**config.mk**
```make
export PLATFORM = sky130hd
export DESIGN_NAME = float_divide
export DESIGN_NICKNAME = d
export VERILOG_FILES = /design/src/rtl/float_pkg.sv /design/src/rtl/float_divide_mantissa_divider.sv /design/src/rtl/float_divide.sv
export SDC_FILE = /design/constraint.sdc
export NUM_CORES = 1
export LEC_CHECK = 0
export CAP_MARGIN = 5
export CORE_UTILIZATION = 55
export DETAILED_ROUTE_END_ITERATION = 7
export GPL_TIMING_DRIVEN = 1
export PLACE_DENSITY_LB_ADDON = 0.3
export SLEW_MARGIN = 20
export SYNTH_ARGS = -nofsm -noshare
export SYNTH_HDL_FRONTEND = slang
export SYNTH_SLANG_ARGS = --single-unit
```
**constraint.sdc**
```tcl
create_clock -name clk -period 17.2 [get_ports clk]
set_input_delay 1.72 -clock clk [delete_from_list [all_inputs] [get_ports clk]]
set_output_delay 1.72 -clock clk [all_outputs]
set_load 0.005 [all_outputs]
```
**src/rtl/float_pkg.sv**
```systemverilog
// Shared single-precision float definitions for the Phaethon float datapath.
package float_pkg;

    localparam int          FLT_EXP_BIAS = 127;
    localparam logic [7:0]  FLT_EXP_MAX  = 8'hFF;
    localparam int          FLT_MANT_W   = 24;
    localparam int          DIV_ITER     = 25;
    localparam int          DIV_CNT_W    = $clog2(DIV_ITER);
    localparam logic [31:0] FLT_QNAN     = 32'h7FC0_0000;
    localparam logic [31:0] FLT_INF      = 32'h7F80_0000;

    typedef enum logic [2:0] {
        IDLE,
        SETUP,
        DIVIDE,
        NORMALIZE,
        DONE
    } div_state_e;

    typedef struct packed {
        logic                  sign;
        logic [7:0]            exp;
        logic [FLT_MANT_W-1:0] mant;     // hidden bit included; zero for a zero operand
        logic                  is_zero;
        logic                  is_inf;
    } flt_unpacked_t;

    // No denormals: exponent 0 is zero regardless of fraction; 0xFF is infinity.
    function automatic flt_unpacked_t flt_unpack(input logic [31:0] x);
        flt_unpacked_t u;
        u.sign    = x[31];
        u.exp     = x[30:23];
        u.is_zero = (x[30:23] == 8'h00);
        u.is_inf  = (x[30:23] == FLT_EXP_MAX);
        u.mant    = u.is_zero ? '0 : {1'b1, x[22:0]};
        return u;
    endfunction

endpackage

```
**src/rtl/float_divide_mantissa_divider.sv**
```systemverilog
// Restoring mantissa divider: one quotient bit per step, DIV_ITER steps,
// producing floor(ma * 2^(DIV_ITER-1) / mb).
module mantissa_divider
    import float_pkg::*;
(
    input  logic                  clk,
    input  logic                  reset,
    input  logic                  load,
    input  logic                  step,
    input  logic [FLT_MANT_W-1:0] ma,
    input  logic [FLT_MANT_W-1:0] mb,
    output logic [DIV_ITER-1:0]   quot,
    output logic                  last
);

    logic [DIV_ITER-1:0]   rem_q, rem_d;
    logic [DIV_ITER-1:0]   quot_q, quot_d;
    logic [FLT_MANT_W-1:0] mb_q, mb_d;
    logic [DIV_CNT_W-1:0]  cnt_q, cnt_d;
    logic                  ge;
    logic [DIV_ITER-1:0]   rem_sub;

    // Next-state for one restoring step; the remainder stays below 2*mb so
    // DIV_ITER bits are enough and the shifted-out MSB is always zero.
    always_comb begin
        rem_d   = rem_q;
        quot_d  = quot_q;
        mb_d    = mb_q;
        cnt_d   = cnt_q;
        ge      = (rem_q >= {1'b0, mb_q});
        rem_sub = ge ? (rem_q - {1'b0, mb_q}) : rem_q;
        if (load) begin
            rem_d  = {1'b0, ma};
            quot_d = '0;
            mb_d   = mb;
            cnt_d  = DIV_CNT_W'(DIV_ITER - 1);
        end else if (step) begin
            quot_d = {quot_q[DIV_ITER-2:0], ge};
            rem_d  = rem_sub << 1;
            if (cnt_q != '0) cnt_d = cnt_q - 1'b1;
        end
    end

    // Divider state registers.
    always_ff @(posedge clk or posedge reset) begin
        if (reset) begin
            rem_q  <= '0;
            quot_q <= '0;
            mb_q   <= '0;
            cnt_q  <= '0;
        end else begin
            rem_q  <= rem_d;
            quot_q <= quot_d;
            mb_q   <= mb_d;
            cnt_q  <= cnt_d;
        end
    end

    assign quot = quot_q;
    assign last = (cnt_q == '0);

endmodule

```
**src/rtl/float_divide.sv**
```systemverilog
// Iterative single-precision divider, fixed 29-cycle start-to-start latency,
// truncating, no denormals. FSM, exponent/sign path, specials and packing.
module float_divide
    import float_pkg::*;
(
    input  logic        clk,
    input  logic        reset,
    input  logic        start,
    input  logic [31:0] a,
    input  logic [31:0] b,
    output logic [31:0] out,
    output logic        busy,
    output logic        done,
    output logic        div_by_zero
);

    div_state_e         state_q, state_d;
    logic [31:0]        a_q, a_d, b_q, b_d;
    logic               sign_q, sign_d;
    logic signed [9:0]  exp_q, exp_d;
    logic [31:0]        res_q, res_d;
    logic               res_dbz_q, res_dbz_d;
    logic [31:0]        out_q, out_d;
    logic               dbz_q, dbz_d;
    logic               busy_q, busy_d;
    logic               done_q, done_d;

    flt_unpacked_t      ua, ub;
    logic               div_load, div_step, div_last;
    logic [DIV_ITER-1:0] div_quot;
    logic signed [9:0]  norm_exp;
    logic [22:0]        norm_mant;
    logic [31:0]        norm_res, res_val;
    logic               res_dbz_val;

    assign ua = flt_unpack(a_q);
    assign ub = flt_unpack(b_q);

    mantissa_divider u_mdiv (
        .clk   (clk),
        .reset (reset),
        .load  (div_load),
        .step  (div_step),
        .ma    (ua.mant),
        .mb    (ub.mant),
        .quot  (div_quot),
        .last  (div_last)
    );

    // Normalize the quotient and apply special-operand overrides.
    always_comb begin
        norm_exp    = div_quot[24] ? exp_q : (exp_q - 10'sd1);
        norm_mant   = div_quot[24] ? div_quot[23:1] : div_quot[22:0];
        if (norm_exp >= 10'sd255)
            norm_res = {sign_q, FLT_INF[30:0]};
        else if (norm_exp <= 10'sd0)
            norm_res = {sign_q, 31'b0};
        else
            norm_res = {sign_q, norm_exp[7:0], norm_mant};

        res_dbz_val = 1'b0;
        if ((ua.is_zero && ub.is_zero) || (ua.is_inf && ub.is_inf)) begin
            res_val = FLT_QNAN;
        end else if (ua.is_zero) begin
            res_val = {sign_q, 31'b0};
        end else if (ua.is_inf) begin
            res_val = {sign_q, FLT_INF[30:0]};
        end else if (ub.is_zero) begin
            res_val     = {sign_q, FLT_INF[30:0]};
            res_dbz_val = 1'b1;
        end else if (ub.is_inf) begin
            res_val = {sign_q, 31'b0};
        end else begin
            res_val = norm_res;
        end
    end

    // FSM next-state and datapath control.
    always_comb begin
        state_d   = state_q;
        a_d       = a_q;
        b_d       = b_q;
        sign_d    = sign_q;
        exp_d     = exp_q;
        res_d     = res_q;
        res_dbz_d = res_dbz_q;
        out_d     = out_q;
        dbz_d     = dbz_q;
        busy_d    = busy_q;
        done_d    = 1'b0;
        div_load  = 1'b0;
        div_step  = 1'b0;
        case (state_q)
            IDLE: begin
                if (start) begin
                    a_d     = a;
                    b_d     = b;
                    busy_d  = 1'b1;
                    state_d = SETUP;
                end
            end
            SETUP: begin
                sign_d   = ua.sign ^ ub.sign;
                // Modular 10-bit arithmetic yields the signed difference directly.
                exp_d    = 10'({2'b00, ua.exp}) - 10'({2'b00, ub.exp}) + 10'(FLT_EXP_BIAS);
                div_load = 1'b1;
                state_d  = DIVIDE;
            end
            DIVIDE: begin
                div_step = 1'b1;
                if (div_last) state_d = NORMALIZE;
            end
            NORMALIZE: begin
                res_d     = res_val;
                res_dbz_d = res_dbz_val;
                state_d   = DONE;
            end
            DONE: begin
                out_d   = res_q;
                dbz_d   = res_dbz_q;
                done_d  = 1'b1;
                busy_d  = 1'b0;
                state_d = IDLE;
            end
            default: state_d = IDLE;
        endcase
    end

    // State and output registers; reset discards any operation in flight.
    always_ff @(posedge clk or posedge reset) begin
        if (reset) begin
            state_q   <= IDLE;
            a_q       <= '0;
            b_q       <= '0;
            sign_q    <= 1'b0;
            exp_q     <= '0;
            res_q     <= '0;
            res_dbz_q <= 1'b0;
            out_q     <= '0;
            dbz_q     <= 1'b0;
            busy_q    <= 1'b0;
            done_q    <= 1'b0;
        end else begin
            state_q   <= state_d;
            a_q       <= a_d;
            b_q       <= b_d;
            sign_q    <= sign_d;
            exp_q     <= exp_d;
            res_q     <= res_d;
            res_dbz_q <= res_dbz_d;
            out_q     <= out_d;
            dbz_q     <= dbz_d;
            busy_q    <= busy_d;
            done_q    <= done_d;
        end
    end

    assign out         = out_q;
    assign busy        = busy_q;
    assign done        = done_q;
    assign div_by_zero = dbz_q;

endmodule

```
### Word-level counts from Yosys, hierarchy flattened

Cells that the tools add are included.

| storage, ports and cells | value |
|---|---|
| bits in read-only memories | 0 |
| output and inout bits | 35 |
| latch bits | 0 |
| memories | 0 |
| RAM bits | 0 |
| register bits after elaboration | 225 |
| input bits | 67 |
| logic and storage cells | 78 |

| cells by class | value |
|---|---|
| equal/unequal tests | 8 |
| divide/modulo/power cells | 0 |
| reduce and logical (&&, ||, !) cells | 15 |
| order comparisons | 3 |
| bitwise logic cells | 1 |
| add/sub/neg operators | 5 |
| mux-type cells | 31 |
| shift-type cells | 0 |
| multipliers | 0 |

Operators with widths:

| kind | number |
|---|---|
| 31-bit 2-to-1 mux | 6 |
| 25-bit 2-to-1 mux | 4 |
| 24-bit 2-to-1 mux | 3 |
| 32-bit 2-to-1 mux | 1 |
| 25-bit by 24-bit >= comparator with 1-bit output | 1 |
| 24-bit subtractor | 1 |
| 23-bit 2-to-1 mux | 1 |
| 8-bit equality test (second input constant) | 2 |
| 8-bit logical NOT | 2 |
| 5-bit 2-to-1 mux | 3 |
| 3-bit case mux with 4 select lines | 1 |
| 9-bit by 8-bit adder with 10-bit output (second input constant) | 1 |
| 10-bit by 9-bit >= comparator with 1-bit output (second input constant) | 1 |
| 10-bit by 1-bit <= comparator with 1-bit output (second input constant) | 1 |
| 10-bit 2-to-1 mux | 1 |
| 10-bit by 2-bit subtractor with 10-bit output (second input constant) | 1 |
| 8-bit by 8-bit subtractor with 9-bit output | 1 |
| 1-bit 2-to-1 mux | 8 |
| 2-bit AND reduction | 4 |
| 3-bit by 2-bit equality test with 1-bit output (second input constant) | 2 |
| 3-bit 2-to-1 mux | 2 |
| 2-bit nonzero test | 3 |
| 5-bit logical NOT | 1 |
| 5-bit nonzero test | 1 |
| other kinds (9) | 11 |

### Depth between registers and ports, before layout

| logic depth | value |
|---|---|
| word-level depth | 10 |
| mapped depth | 14 |
| mapped depth without buffers | 12 |

### Cells and area by module

A second synthesis with hierarchy kept.

| unflattened totals | value |
|---|---|
| cell total of the unflattened synthesis | 1134 |
| area total of the unflattened synthesis | 11901.4 µm² |

By module, submodules not included:

| module | instances | cells each | sequential area each (µm²) | area each (µm²) |
|---|---|---|---|---|
| float_divide | 1 | 608 | 3653.5 | 7140.6 |
| mantissa_divider | 1 | 526 | 1976.9 | 4760.8 |

### Worst setup path before layout

No wires, ideal clock.

| timing | value |
|---|---|
| path kind | input -> register |
| from | input port start |
| to | register a_q[0] |
| data arrival time | 2.941 ns |
| buffers on the path | 2 |
| stages on the path | 4 |
| slack | 14.134 ns |
| data required time | 17.075 ns |
| library setup time | 0.125 ns |
| cell sequence | nor4b_1 > clkbuf_1 > clkbuf_1 > mux2_2 |

| between the ends | value |
|---|---|
| word-level cells in the longest chain between the ends | 1 |

RTL lines:

| item | line | source |
|---|---|---|
| from (decl) | float_divide.sv:8 | `input logic start,` |
| 2-bit AND reduction (no source line) | - |  |
| to (signal assigned) | float_divide.sv:133 | `a_q <= '0;` |
| to (signal assigned) | float_divide.sv:145 | `a_q <= a_d;` |
| to (decl) | float_divide.sv:18 | `logic [31:0] a_q, a_d, b_q, b_d;` |

No other way between the ends.
A chain may end at the register's enable or synchronous reset.

### Final worst setup path

| timing | value |
|---|---|
| from | register u_mdiv.rem_q[11] |
| to | register u_mdiv.rem_q[1] |

| between the ends | value |
|---|---|
| word-level cells in the longest chain between the ends | 4 |

RTL lines:

| item | line | source |
|---|---|---|
| from (decl) | float_divide_mantissa_divider.sv:16 | `logic [DIV_ITER-1:0] rem_q, rem_d;` |
| from (signal assigned) | float_divide_mantissa_divider.sv:52 | `rem_q <= rem_d;` |
| 25-bit by 24-bit >= comparator with 1-bit output | float_divide_mantissa_divider.sv:30 | `ge = (rem_q >= {1'b0, mb_q});` |
| 24-bit 2-to-1 mux | float_divide_mantissa_divider.sv:31 | `rem_sub = ge ? (rem_q - {1'b0, mb_q}) : rem_q;` |
| 25-bit 2-to-1 mux | float_divide_mantissa_divider.sv:37 | `end else if (step) begin` |
| 25-bit 2-to-1 mux | float_divide_mantissa_divider.sv:32 | `if (load) begin` |

No other way between the ends. The select of a mux whose other input is x is not followed.

==> results.cfg <==
[status]
outcome = completed

[synth]
synth_area_leaders = dfrtp_1 51%, mux2_2 9.3%, ha_1 4.0%
synthFlopType = dfrtp_1
syn_area_um2 = 11100
ys_types = 67
yosysTopAreaCell = dfrtp_1
synth.most_common_cell = dfrtp_1
avgSynthCellArea_um2 = 10.7
synth_nets = 1142
netlist_instances = 1037
synth-seq-cells = 225
synth_edf_count = 0
yosys_warnings = 0
postSynth.asyncResetShare_pct = 100
synth_top_area_share_pct = 50.6
ys_top_cells_by_count = 225 x dfrtp_1, 113 x nand2_1, 92 x mux2_2
synth_seq_area_share_pct = 50.6

[grt]
grt_pass1_vias = 7882
grt_start_max_net_pins = 144
grt_pass1_wl_um = 39600
overflow = 0
grt_usage_pct = 23.7
grt_antenna_before_repair = 0

[placed_design]
hpwl_um = 15700
placed_area_um2 = 12300
gp_congestion = 0.869
portBuffers = 101

[floorplan]
pin_count = 102
die_height_um = 144
fp.coreArea_um2 = 19700
die-area_um2 = 20800
die_w_um = 144
rows = 51
start_util_pct = 56.6

[final_layout]
nNetsFinal = 1226
utilization_pct = 67.1
fillers = 1524
area_growth_pct = 18.5
multi_input_area_um2 = 5070
drive_gt1_share_pct = 14.0
antenna_cells = 0
ff_latch_area_um2 = 5630
final_area_um2 = 13200

[drt]
firstDrtPassIters = 5
met1Wirelength_um = 11200
routedWlPerCell_um = 16.8
finalWirelength_um = 23500
viasPerCell = 5.80
drc = 0
dr_wl_met3_um = 1250
initialDrtViolationCount = 434
top_layer = met4
antenna_left = 0
wl_met2_um = 10600
dr_total_vias = 8142

[sta]
slew_violations = 0
worst_pin_slew_ns = 1.01
rsz0062_at_grt = false
fmax_mhz = 257
setup-violations-final = 0
max_slew_margin_pct = 32.8
fin_setup_tns_ns = 0
hold_violations = 0
clock_skew_ns = 0.0102
min_period_over_period_pct = 22.6
fin_crit_ns = 3.88

[worst_setup_path]
crit_end = u_mdiv.rem_q[1]
r2r-end = u_mdiv.rem_q[1]
r2r_cells = 9
r2r-start = u_mdiv.rem_q[11]
critPathLaunch = u_mdiv.rem_q[11]
crit_type = reg -> reg
startpoint_type = flop
reg2reg_slack_ns = 13.32
crit_required_ns = 17.59
crit_fanout = 19
critPathArrivalTime_ns = 4.28
endpoint_kind = flop

[clock_network]
cts_tree = built
cts-root-buf = clkbuf_16
cts_resized = 0
cts_hold_buf = 0
clockBufferDepth = 3
htreeDepth = 1
cts_sinks = 225
cts_setup_buffers = 0
worstSkewPairLatency_ns = 0.51
path_clk_slew_ns = 0.06
numCtsBuffers = 24

[pwr]
powerDensity_nw_per_um2 = 209
power_mw = 2.76
leakagePower_nw = 5.70
ir_drop_mv = 0.107

[min_path]
hp-start = res_q[10]
hold_path_class = reg -> reg

[run]
cap_violations = 0
==> state kept, by name, indices dropped and copies added (netlist names) <==
register	cells
out	32
busy	1
exp_q	10
done	1
state_q	3
u_mdiv.quot	25
u_mdiv.mb_q	24
a_q	32
sign_q	1
u_mdiv.rem_q	25
res_q	32
div_by_zero	1
res_dbz_q	1
u_mdiv.cnt_q	5
b_q	32
==> through the flow <==
stage               std cells  setup WS, ns  hold slack (ns)
finish                   1404         13.32            0.476
global route             1404         13.15            0.497
CTS                      1403         13.36            0.480
detailed placement       1359         13.14            0.467
global placement         1359         13.13            0.457
floorplan                1037          9.32            0.444
==> kinds of logic (layout without fill, tap and decap cells) <==
group	count (synthesis)	in the layout	synth area share (%)
AO/OA/AOI/OAI	264	264	15.3
AND/OR/NAND/NOR	244	244	10.6
flip-flops	225	225	50.6
multiplexers	124	124	12.2
buffers and inverters	105	207	3.94
adder cells (fa/ha/maj)	38	38	4.41
XOR/XNOR	37	37	2.91
==> critical path, cell delays in order, from the launching register on <==
cell	delay, ns
dfrtp_1	0.40
ha_1	0.42
and3_1	0.31
nand3_1	0.10
a21oi_1	0.29
o41ai_4	0.14
a211oi_2	0.74
or2_1	0.84
a21oi_1	0.20
a221o_1	0.33
==> layer usage <==
layer,vias to the layer above,global-route usage [%]
met1,3964,34.9
met2,239,37.0
met4,0,6.15
met5,-,0
li1,3906,-
met3,33,3.15
==> worst min-delay path by stage <==
stage / end / slack [ns] / depth (start not counted)
floorplan: res_q[0] / 0.44 / 2
global placement: res_q[9] / 0.46 / 2
detailed placement: res_q[10] / 0.47 / 2
CTS: res_q[10] / 0.48 / 2
global route: res_q[8] / 0.50 / 2
finish: res_q[10] / 0.48 / 2
==> power by group <==
part | internal, mW | switching (mW)
clock | 0.336 | 0.204
sequential | 0.732 | 0.142
combinational | 0.598 | 0.748
total | 1.67 | 1.09
==> layout make-up <==
type	count	share of cell area (%)
tap	265	2.52
multi-input combinational	707	38.5
inverter	51	1.51
sequential	225	42.7
clock buffer	35	5.49
clock inverter	9	0.930
timing repair buffer	112	8.35
==> layout by cell type (no fill, tap or decap), drive strengths merged, types with 4 or more instances in the layout <==
cell and count:
a211oi 8, a21o 7, a21oi 45, a22o 26, a22oi 9, a31oi 9, and3 8, and4 5
buf 11, clkbuf 35, clkdlybuf4s50 101, clkinv 6, dfrtp 225, ha 36, inv 50, mux2 92
mux2i 32, nand2 113, nand3 9, nand3b 4, nand4 9, nor2 45, nor2b 6, nor3 10
nor3b 6, nor4 8, o211ai 5, o21a 4, o21ai 94, o22ai 23, o31ai 6, xnor2 22
xor2 15
Note: power is estimated with default switching activity, not from simulation.
